$ cat src/rtl/alu_pipe_if.sv
// alu_pipe_if: handshake bundle for the alu_pipe block.
// The input channel carries operands and opcode with in_valid/in_ready.
// The output channel carries the result and flag set with out_valid/out_ready.
// The master modport is the producer/consumer side (decode stage plus write-back).
// The slave modport is the ALU side.
interface alu_pipe_if #(
   parameter int WIDTH = 8
);
   logic             in_valid;
   logic             in_ready;
   logic [WIDTH-1:0] operand_a;
   logic [WIDTH-1:0] operand_b;
   logic [2:0]       alu_op;
   logic             out_valid;
   logic             out_ready;
   logic [WIDTH-1:0] result;
   logic             zero_flag;
   logic             carry_flag;
   logic             negative_flag;
   logic             overflow_flag;

   modport master (
      output in_valid, operand_a, operand_b, alu_op, out_ready,
      input  in_ready, out_valid, result,
      input  zero_flag, carry_flag, negative_flag, overflow_flag
   );

   modport slave (
      input  in_valid, operand_a, operand_b, alu_op, out_ready,
      output in_ready, out_valid, result,
      output zero_flag, carry_flag, negative_flag, overflow_flag
   );
endinterface

$ cat src/rtl/alu_pipe.sv
// alu_pipe: handshaked, registered ALU with a zero/carry/negative/overflow flag set.
// Non-multiply ops are computed combinationally and registered on accept.
//
// Optional feature macro ALU_PIPE_MUL_EN:
// - Defined: op 111 runs a WIDTH-cycle shift-add multiply on a small IDLE/MUL state machine.
// - Undefined: the multiply is absent, and op 111 completes in one cycle with result 0.
module alu_pipe #(
   parameter int WIDTH = 8
) (
   input  logic       clk,
   input  logic       rst_n,
   alu_pipe_if.slave  bus
);

   localparam logic [2:0] OP_ADD = 3'b000;
   localparam logic [2:0] OP_SUB = 3'b001;
   localparam logic [2:0] OP_AND = 3'b010;
   localparam logic [2:0] OP_OR  = 3'b011;
   localparam logic [2:0] OP_XOR = 3'b100;
   localparam logic [2:0] OP_SHL = 3'b101;
   localparam logic [2:0] OP_SHR = 3'b110;
   localparam logic [2:0] OP_MUL = 3'b111;

   // Shift amounts at or above this value flush the operand completely.
   localparam logic [WIDTH-1:0] SHIFT_LIMIT = WIDTH[WIDTH-1:0];

   logic             accept_s;
   logic             out_free_s;
   logic             idle_s;
   logic             is_mul_s;
   logic [WIDTH:0]   sum_s;
   logic [WIDTH:0]   diff_s;
   logic [WIDTH-1:0] alu_res_s;
   logic             alu_carry_s;
   logic             alu_ovf_s;
   logic             load_mul_s;
   logic [WIDTH-1:0] mul_res_s;
   logic             mul_carry_s;

   logic [WIDTH-1:0] result_r;
   logic             zero_r;
   logic             carry_r;
   logic             negative_r;
   logic             overflow_r;
   logic             out_valid_r;

   // The output slot is free when it is empty or drained on this edge.
   // in_ready deliberately ignores in_valid.
   assign out_free_s   = !out_valid_r || bus.out_ready;
   assign bus.in_ready = idle_s && out_free_s && rst_n;
   assign accept_s     = bus.in_valid && bus.in_ready;

`ifdef ALU_PIPE_MUL_EN
   typedef enum logic [0:0] {
      IDLE = 1'b0,
      MUL  = 1'b1
   } state_t;

   localparam int              CNT_W     = $clog2(WIDTH);
   localparam logic [CNT_W-1:0] LAST_STEP = CNT_W'(WIDTH - 1);

   state_t             state_r;
   state_t             state_n_s;
   logic [2*WIDTH-1:0] mcand_r;
   logic [2*WIDTH-1:0] prod_r;
   logic [2*WIDTH-1:0] prod_n_s;
   logic [WIDTH-1:0]   mplier_r;
   logic [CNT_W-1:0]   step_r;

   assign idle_s      = (state_r == IDLE);
   assign is_mul_s    = (bus.alu_op == OP_MUL);
   assign load_mul_s  = (state_r == MUL) && (step_r == LAST_STEP);
   assign mul_res_s   = prod_n_s[WIDTH-1:0];
   assign mul_carry_s = |prod_n_s[2*WIDTH-1:WIDTH];

   // Accumulate the shifted multiplicand when the current multiplier bit is set.
   always_comb begin
      prod_n_s = prod_r;
      if (mplier_r[0]) begin
         prod_n_s = prod_r + mcand_r;
      end else begin
         prod_n_s = prod_r;
      end
   end

   // Multiply sequencer state register.
   always_ff @(posedge clk) begin
      if (!rst_n) begin
         state_r <= IDLE;
      end else begin
         state_r <= state_n_s;
      end
   end

   // IDLE leaves only on an accepted multiply. MUL returns after the final partial-product step.
   always_comb begin
      state_n_s = state_r;
      case (state_r)
         IDLE: begin
            if (accept_s && is_mul_s) begin
               state_n_s = MUL;
            end else begin
               state_n_s = IDLE;
            end
         end
         MUL: begin
            if (load_mul_s) begin
               state_n_s = IDLE;
            end else begin
               state_n_s = MUL;
            end
         end
         default: state_n_s = IDLE;
      endcase
   end

   // Shift-add datapath: one multiplier bit consumed per cycle. A reset abandons the operation.
   always_ff @(posedge clk) begin
      if (!rst_n) begin
         mcand_r  <= {(2*WIDTH){1'b0}};
         prod_r   <= {(2*WIDTH){1'b0}};
         mplier_r <= {WIDTH{1'b0}};
         step_r   <= {CNT_W{1'b0}};
      end else if (accept_s && is_mul_s) begin
         mcand_r  <= {{WIDTH{1'b0}}, bus.operand_a};
         prod_r   <= {(2*WIDTH){1'b0}};
         mplier_r <= bus.operand_b;
         step_r   <= {CNT_W{1'b0}};
      end else if (state_r == MUL) begin
         mcand_r  <= mcand_r << 1'b1;
         prod_r   <= prod_n_s;
         mplier_r <= mplier_r >> 1'b1;
         step_r   <= step_r + CNT_W'(1);
      end
   end
`else
   assign idle_s      = 1'b1;
   assign is_mul_s    = 1'b0;
   assign load_mul_s  = 1'b0;
   assign mul_res_s   = {WIDTH{1'b0}};
   assign mul_carry_s = 1'b0;
`endif

   // Single-cycle ALU.
   // Add and sub are computed one bit wider so the top bit is the carry (add) or borrow (sub).
   always_comb begin
      sum_s       = {1'b0, bus.operand_a} + {1'b0, bus.operand_b};
      diff_s      = {1'b0, bus.operand_a} - {1'b0, bus.operand_b};
      alu_res_s   = {WIDTH{1'b0}};
      alu_carry_s = 1'b0;
      alu_ovf_s   = 1'b0;
      case (bus.alu_op)
         OP_ADD: begin
            alu_res_s   = sum_s[WIDTH-1:0];
            alu_carry_s = sum_s[WIDTH];
            alu_ovf_s   = (bus.operand_a[WIDTH-1] == bus.operand_b[WIDTH-1]) &&
                          (sum_s[WIDTH-1] != bus.operand_a[WIDTH-1]);
         end
         OP_SUB: begin
            alu_res_s   = diff_s[WIDTH-1:0];
            alu_carry_s = diff_s[WIDTH];
            alu_ovf_s   = (bus.operand_a[WIDTH-1] != bus.operand_b[WIDTH-1]) &&
                          (diff_s[WIDTH-1] != bus.operand_a[WIDTH-1]);
         end
         OP_AND: alu_res_s = bus.operand_a & bus.operand_b;
         OP_OR:  alu_res_s = bus.operand_a | bus.operand_b;
         OP_XOR: alu_res_s = bus.operand_a ^ bus.operand_b;
         OP_SHL: begin
            if (bus.operand_b >= SHIFT_LIMIT) begin
               alu_res_s = {WIDTH{1'b0}};
            end else begin
               alu_res_s = bus.operand_a << bus.operand_b;
            end
         end
         OP_SHR: begin
            if (bus.operand_b >= SHIFT_LIMIT) begin
               alu_res_s = {WIDTH{1'b0}};
            end else begin
               alu_res_s = bus.operand_a >> bus.operand_b;
            end
         end
         // The single-cycle path yields 0 here. With the multiplier built, the product comes from the MUL sequence instead.
         OP_MUL:  alu_res_s = {WIDTH{1'b0}};
         default: alu_res_s = {WIDTH{1'b0}};
      endcase
   end

   // Output register: loads on a single-cycle accept or the final multiply step.
   // Otherwise it holds, and out_valid drops once the consumer takes the result.
   always_ff @(posedge clk) begin
      if (!rst_n) begin
         result_r    <= {WIDTH{1'b0}};
         zero_r      <= 1'b0;
         carry_r     <= 1'b0;
         negative_r  <= 1'b0;
         overflow_r  <= 1'b0;
         out_valid_r <= 1'b0;
      end else if (accept_s && !is_mul_s) begin
         result_r    <= alu_res_s;
         zero_r      <= (alu_res_s == {WIDTH{1'b0}});
         carry_r     <= alu_carry_s;
         negative_r  <= alu_res_s[WIDTH-1];
         overflow_r  <= alu_ovf_s;
         out_valid_r <= 1'b1;
      end else if (load_mul_s) begin
         result_r    <= mul_res_s;
         zero_r      <= (mul_res_s == {WIDTH{1'b0}});
         carry_r     <= mul_carry_s;
         negative_r  <= mul_res_s[WIDTH-1];
         overflow_r  <= 1'b0;
         out_valid_r <= 1'b1;
      end else if (bus.out_ready) begin
         out_valid_r <= 1'b0;
      end
   end

   assign bus.out_valid     = out_valid_r;
   assign bus.result        = result_r;
   assign bus.zero_flag     = zero_r;
   assign bus.carry_flag    = carry_r;
   assign bus.negative_flag = negative_r;
   assign bus.overflow_flag = overflow_r;

endmodule

$ cat src/flat_wrapper.sv
// flat-port wrapper written by rule: the top's interface ports become plain ports
module alu_pipe_flat 
#(
   parameter int WIDTH = 8
)
  (clk, rst_n, bus_in_valid, bus_operand_a, bus_operand_b, bus_alu_op, bus_out_ready, bus_in_ready, bus_out_valid, bus_result, bus_zero_flag, bus_carry_flag, bus_negative_flag, bus_overflow_flag);
  alu_pipe_if #(.WIDTH(WIDTH)) bus_i ();
  input  logic clk;
  input  logic rst_n;
  input wire logic [$bits(bus_i.in_valid)-1:0] bus_in_valid;
  input wire logic [$bits(bus_i.operand_a)-1:0] bus_operand_a;
  input wire logic [$bits(bus_i.operand_b)-1:0] bus_operand_b;
  input wire logic [$bits(bus_i.alu_op)-1:0] bus_alu_op;
  input wire logic [$bits(bus_i.out_ready)-1:0] bus_out_ready;
  output wire logic [$bits(bus_i.in_ready)-1:0] bus_in_ready;
  output wire logic [$bits(bus_i.out_valid)-1:0] bus_out_valid;
  output wire logic [$bits(bus_i.result)-1:0] bus_result;
  output wire logic [$bits(bus_i.zero_flag)-1:0] bus_zero_flag;
  output wire logic [$bits(bus_i.carry_flag)-1:0] bus_carry_flag;
  output wire logic [$bits(bus_i.negative_flag)-1:0] bus_negative_flag;
  output wire logic [$bits(bus_i.overflow_flag)-1:0] bus_overflow_flag;
  assign bus_i.in_valid = bus_in_valid;
  assign bus_i.operand_a = bus_operand_a;
  assign bus_i.operand_b = bus_operand_b;
  assign bus_i.alu_op = bus_alu_op;
  assign bus_i.out_ready = bus_out_ready;
  assign bus_in_ready = bus_i.in_ready;
  assign bus_out_valid = bus_i.out_valid;
  assign bus_result = bus_i.result;
  assign bus_zero_flag = bus_i.zero_flag;
  assign bus_carry_flag = bus_i.carry_flag;
  assign bus_negative_flag = bus_i.negative_flag;
  assign bus_overflow_flag = bus_i.overflow_flag;
  alu_pipe #(.WIDTH(WIDTH)) u_core (.clk(clk), .rst_n(rst_n), .bus(bus_i));
endmodule
$ cat config.mk
export PLATFORM = sky130hd
export DESIGN_NAME = alu_pipe_flat
export DESIGN_NICKNAME = d
export VERILOG_FILES = /design/src/rtl/alu_pipe_if.sv /design/src/rtl/alu_pipe.sv /design/src/flat_wrapper.sv
export SDC_FILE = /design/constraint.sdc
export NUM_CORES = 1
export LEC_CHECK = 0
export ABC_AREA = 1
export CORE_ASPECT_RATIO = 0.8
export CORE_UTILIZATION = 50
export CTS_BUF_LIST = sky130_fd_sc_hd__clkbuf_2
export DETAILED_ROUTE_END_ITERATION = 10
export PLACE_DENSITY = 0.88
export SKIP_LAST_GASP = 1
export SYNTH_ARGS = -nofsm -noshare
export SYNTH_HDL_FRONTEND = slang
export SYNTH_SLANG_ARGS = --single-unit
$ cat constraint.sdc
create_clock -name clk -period 3.23 [get_ports clk]
set_input_delay 0.646 -clock clk [delete_from_list [all_inputs] [get_ports clk]]
set_output_delay 0.646 -clock clk [all_outputs]
set_load 0.02 [all_outputs]
==> results.txt <==
run status = completed
final WL = 6.77 mm
Vias = 2748
Worst EP arrival = 3.01 ns
register bit count reported by yosys = 12
gp weighted congestion = 0.970
fin crit period = 2.80 ns
ys flop type = dfxtp_1
Syn Nets = 428
Int Pwr = 315 uW
Buffers on Ports = 36
Hold WS = 0.471 ns
Clk pwr share = 12.2%
PostCTS Resize Cnt = 0
top fanout value on the critical path = 4
xor and xnor area share after synthesis = 1.22%
register share of total power = 28.7%
synthesis-to-layout area growth = 21.8%
worst hold-check path type = reg2reg
Post-synth ARST share = 0%
Num CTS Buffers = 3
worst-skew pair later-pin latency = 0.26 ns
Crit. End Element = register
Final setup viols = 0
Post-Syn Area = 0.00215 mm^2
max frequency = 0.357 GHz
clk sinks = 12
post-synthesis sequential area ratio = 11.2%
initial antenna violation count = 0
Net Switching = 262 uW
dpl ws = 0.179 ns
final instance area = 0.00262 mm^2
Leak Pwr = 1.34 nW
CTS H-tree lvls = 1
RSZ-0062 raised after global routing = false
Die Footprint = 0.00456 mm^2
TritonRoute pass-1 iters = 5
vias in the first global route = 2288
post-route ant nets = 0
Final nets = 470
Synth Area in Simple Gates = 44.7%
Initial Utilization = 54.3%
Worst-path clk slew = 0.11 ns
syn avg cell area = 5.67 um^2
pwr dens = 221 mW/mm^2
Hold Buf Count CTS = 0
Finished Layout Cells = 474
post-synthesis mux area share = 0%
Die W = 75.3 um
total congestion overflow = 0
DR vias/cell = 5.80
Root Buffer = clkbuf_2
area of the core = 0.00395 mm^2
drt drc = 0
combinational fraction of design power = 59.1%
wire length per cell = 14.3 um
Max-slew headroom = 65.0%
number of instances in the placed design = 471
first-pass GRT wire length = 10.6 mm
Die Y = 60.6 um
share of cells above drive strength 1 = 6.21%
setup bufs post-CTS = 0
switch share = 45.4%
DP HPWL = 5.60 mm
Clock Skews = 0.00721 ns
max-cap violations = 0
post-synth cell types = 34
clk buf depth = 2
GRT Total Usage = 30.7%
# rows = 20
Post-synth EDFFs = 0
crit path kind = in2reg
Final period util = 86.8%
initial DRC count = 315
largest net degree at the start of global routing = 20
VDD IR max = 0.113 mV
TritonCTS clock tree = yes
Hold Fails Final Rpt = 0
Fin Setup TNS = 0 ns
WP data required = 3.43 ns
adder-cell area share of the yosys netlist = 15.8%
Slew Viols, Final = 0
worst-margin pin slew = 0.524 ns
num ports = 37
CP Launch Type = input port
post-synthesis compound-gate area fraction = 14.6%
Cell Area, Placed = 0.00260 mm^2
largest family of logic cells by synthesized area = simple AND/OR/NAND/NOR gates
# diodes = 0
final setup margin = 0.426 ns
Synth Instances = 379
synth warn = 0
critical path: stages:
cell and delay (ns):
clkdlybuf4s50_1 0.52, inv_1 0.08, ha_1 0.22, fa_1 0.39
inv_1 0.13, nand3_1 0.11, nand3_1 0.10, nand2_1 0.07
nand3_1 0.07, nand2_1 0.09, nor3_2 0.22, nand2_1 0.07
nor2_1 0.10, nand3_1 0.08, a21oi_1 0.11
synthesized netlist by cell type, types with 2 or more instances:
library cell / n / area, um^2
nand3_1: 58 / 290
fa_1: 2 / 40.0
a21oi_1: 20 / 100
inv_1: 55 / 206
o211ai_1: 3 / 22.5
xor2_1: 2 / 17.5
o22ai_1: 7 / 43.8
buf_2: 3 / 15.0
a211oi_1: 2 / 15.0
o21ai_1: 3 / 15.0
o21ai_0: 15 / 75.1
clkbuf_1: 2 / 7.51
nand4_1: 11 / 68.8
nand3_2: 2 / 20.0
dfxtp_1: 12 / 240
nor2_4: 2 / 22.5
a31oi_1: 3 / 18.8
nand2_1: 98 / 368
inv_2: 4 / 15.0
buf_4: 2 / 15.0
ha_1: 24 / 300
nor3_1: 3 / 15.0
nor2_1: 32 / 120
nor2_2: 4 / 25.0
metrics by stage:
| stage | power (mW) | util [%] |
|---|---|---|
| finish | 0.578 | 66.2 |
| global placement | 0.498 | 65.8 |
| CTS | 0.569 | 66.2 |
| global route | 0.618 | 66.2 |
| detailed placement | 0.500 | 65.8 |
| floorplan | 0.376 | - |
flip-flops by register name, summed over array words and instances (netlist names):
name,count
u_core.bus.carry_flag,1
u_core.bus.negative_flag,1
u_core.bus.out_valid,1
u_core.bus.overflow_flag,1
u_core.bus.result,7
u_core.bus.zero_flag,1
area by class of cell:
type | count | area (um^2)
Timing Repair Buffer | 45 | 428
Clock buffer | 3 | 15.0
Fill cell | 402 | 1340
Multi-Input combinational cell | 299 | 1640
Tap cell | 55 | 68.8
Inverter | 60 | 225
Sequential cell | 12 | 240
worst paths after layout:
check	startpoint	endpoint	slack, ns	cells after the start
max	bus_operand_a[0]	u_core.bus.zero_flag	0.43	15
min	u_core.bus.result[1]	u_core.bus.result[1]	0.47	2
max reg2reg	u_core.bus.out_valid	u_core.bus.zero_flag	1.55	7
min reg2reg	u_core.bus.result[1]	u_core.bus.result[1]	0.47	2
cell usage in the layout (no fill, tap or decap), types with 3 or more instances in the layout:
cell type,n
a21oi_1,20
nand2_1,98
inv_1,55
o211ai_1,3
nor3_1,3
o21ai_0,15
buf_4,9
nor2_1,32
o22ai_1,7
dfxtp_1,12
nand3_1,58
clkdlybuf4s50_1,36
clkbuf_2,3
inv_2,4
o21ai_1,3
nand4_1,11
ha_1,24
a31oi_1,3
nor2_2,4
power groups by stage:
| stage | Sequential, mW | Combinational (mW) | Clock (mW) |
|---|---|---|---|
| after floorplan | 0.183 | 0.193 | 0 |
| after global placement | 0.168 | 0.329 | 0 |
| after CTS | 0.166 | 0.332 | 0.0708 |
| after detailed placement | 0.170 | 0.331 | 0 |
| final | 0.166 | 0.341 | 0.0705 |
| after global routing | 0.167 | 0.373 | 0.0778 |
layer usage:
layer	part of all wire [%]	up-vias	global-route usage [%]
li1	-	1335	-
met1	45	1236	46.1
met2	42	166	46.6
met3	12	11	5.32
met4	1.5	0	5.29
met5	0	-	0
cell families after synthesis:
| logic type | count (synthesis) |
|---|---|
| fa+ha+maj | 26 |
| buf+inv | 68 |
| simple gates | 214 |
| compound gates | 56 |
| xor+xnor | 3 |
| flops | 12 |
Power figures use the tool's default switching activity.
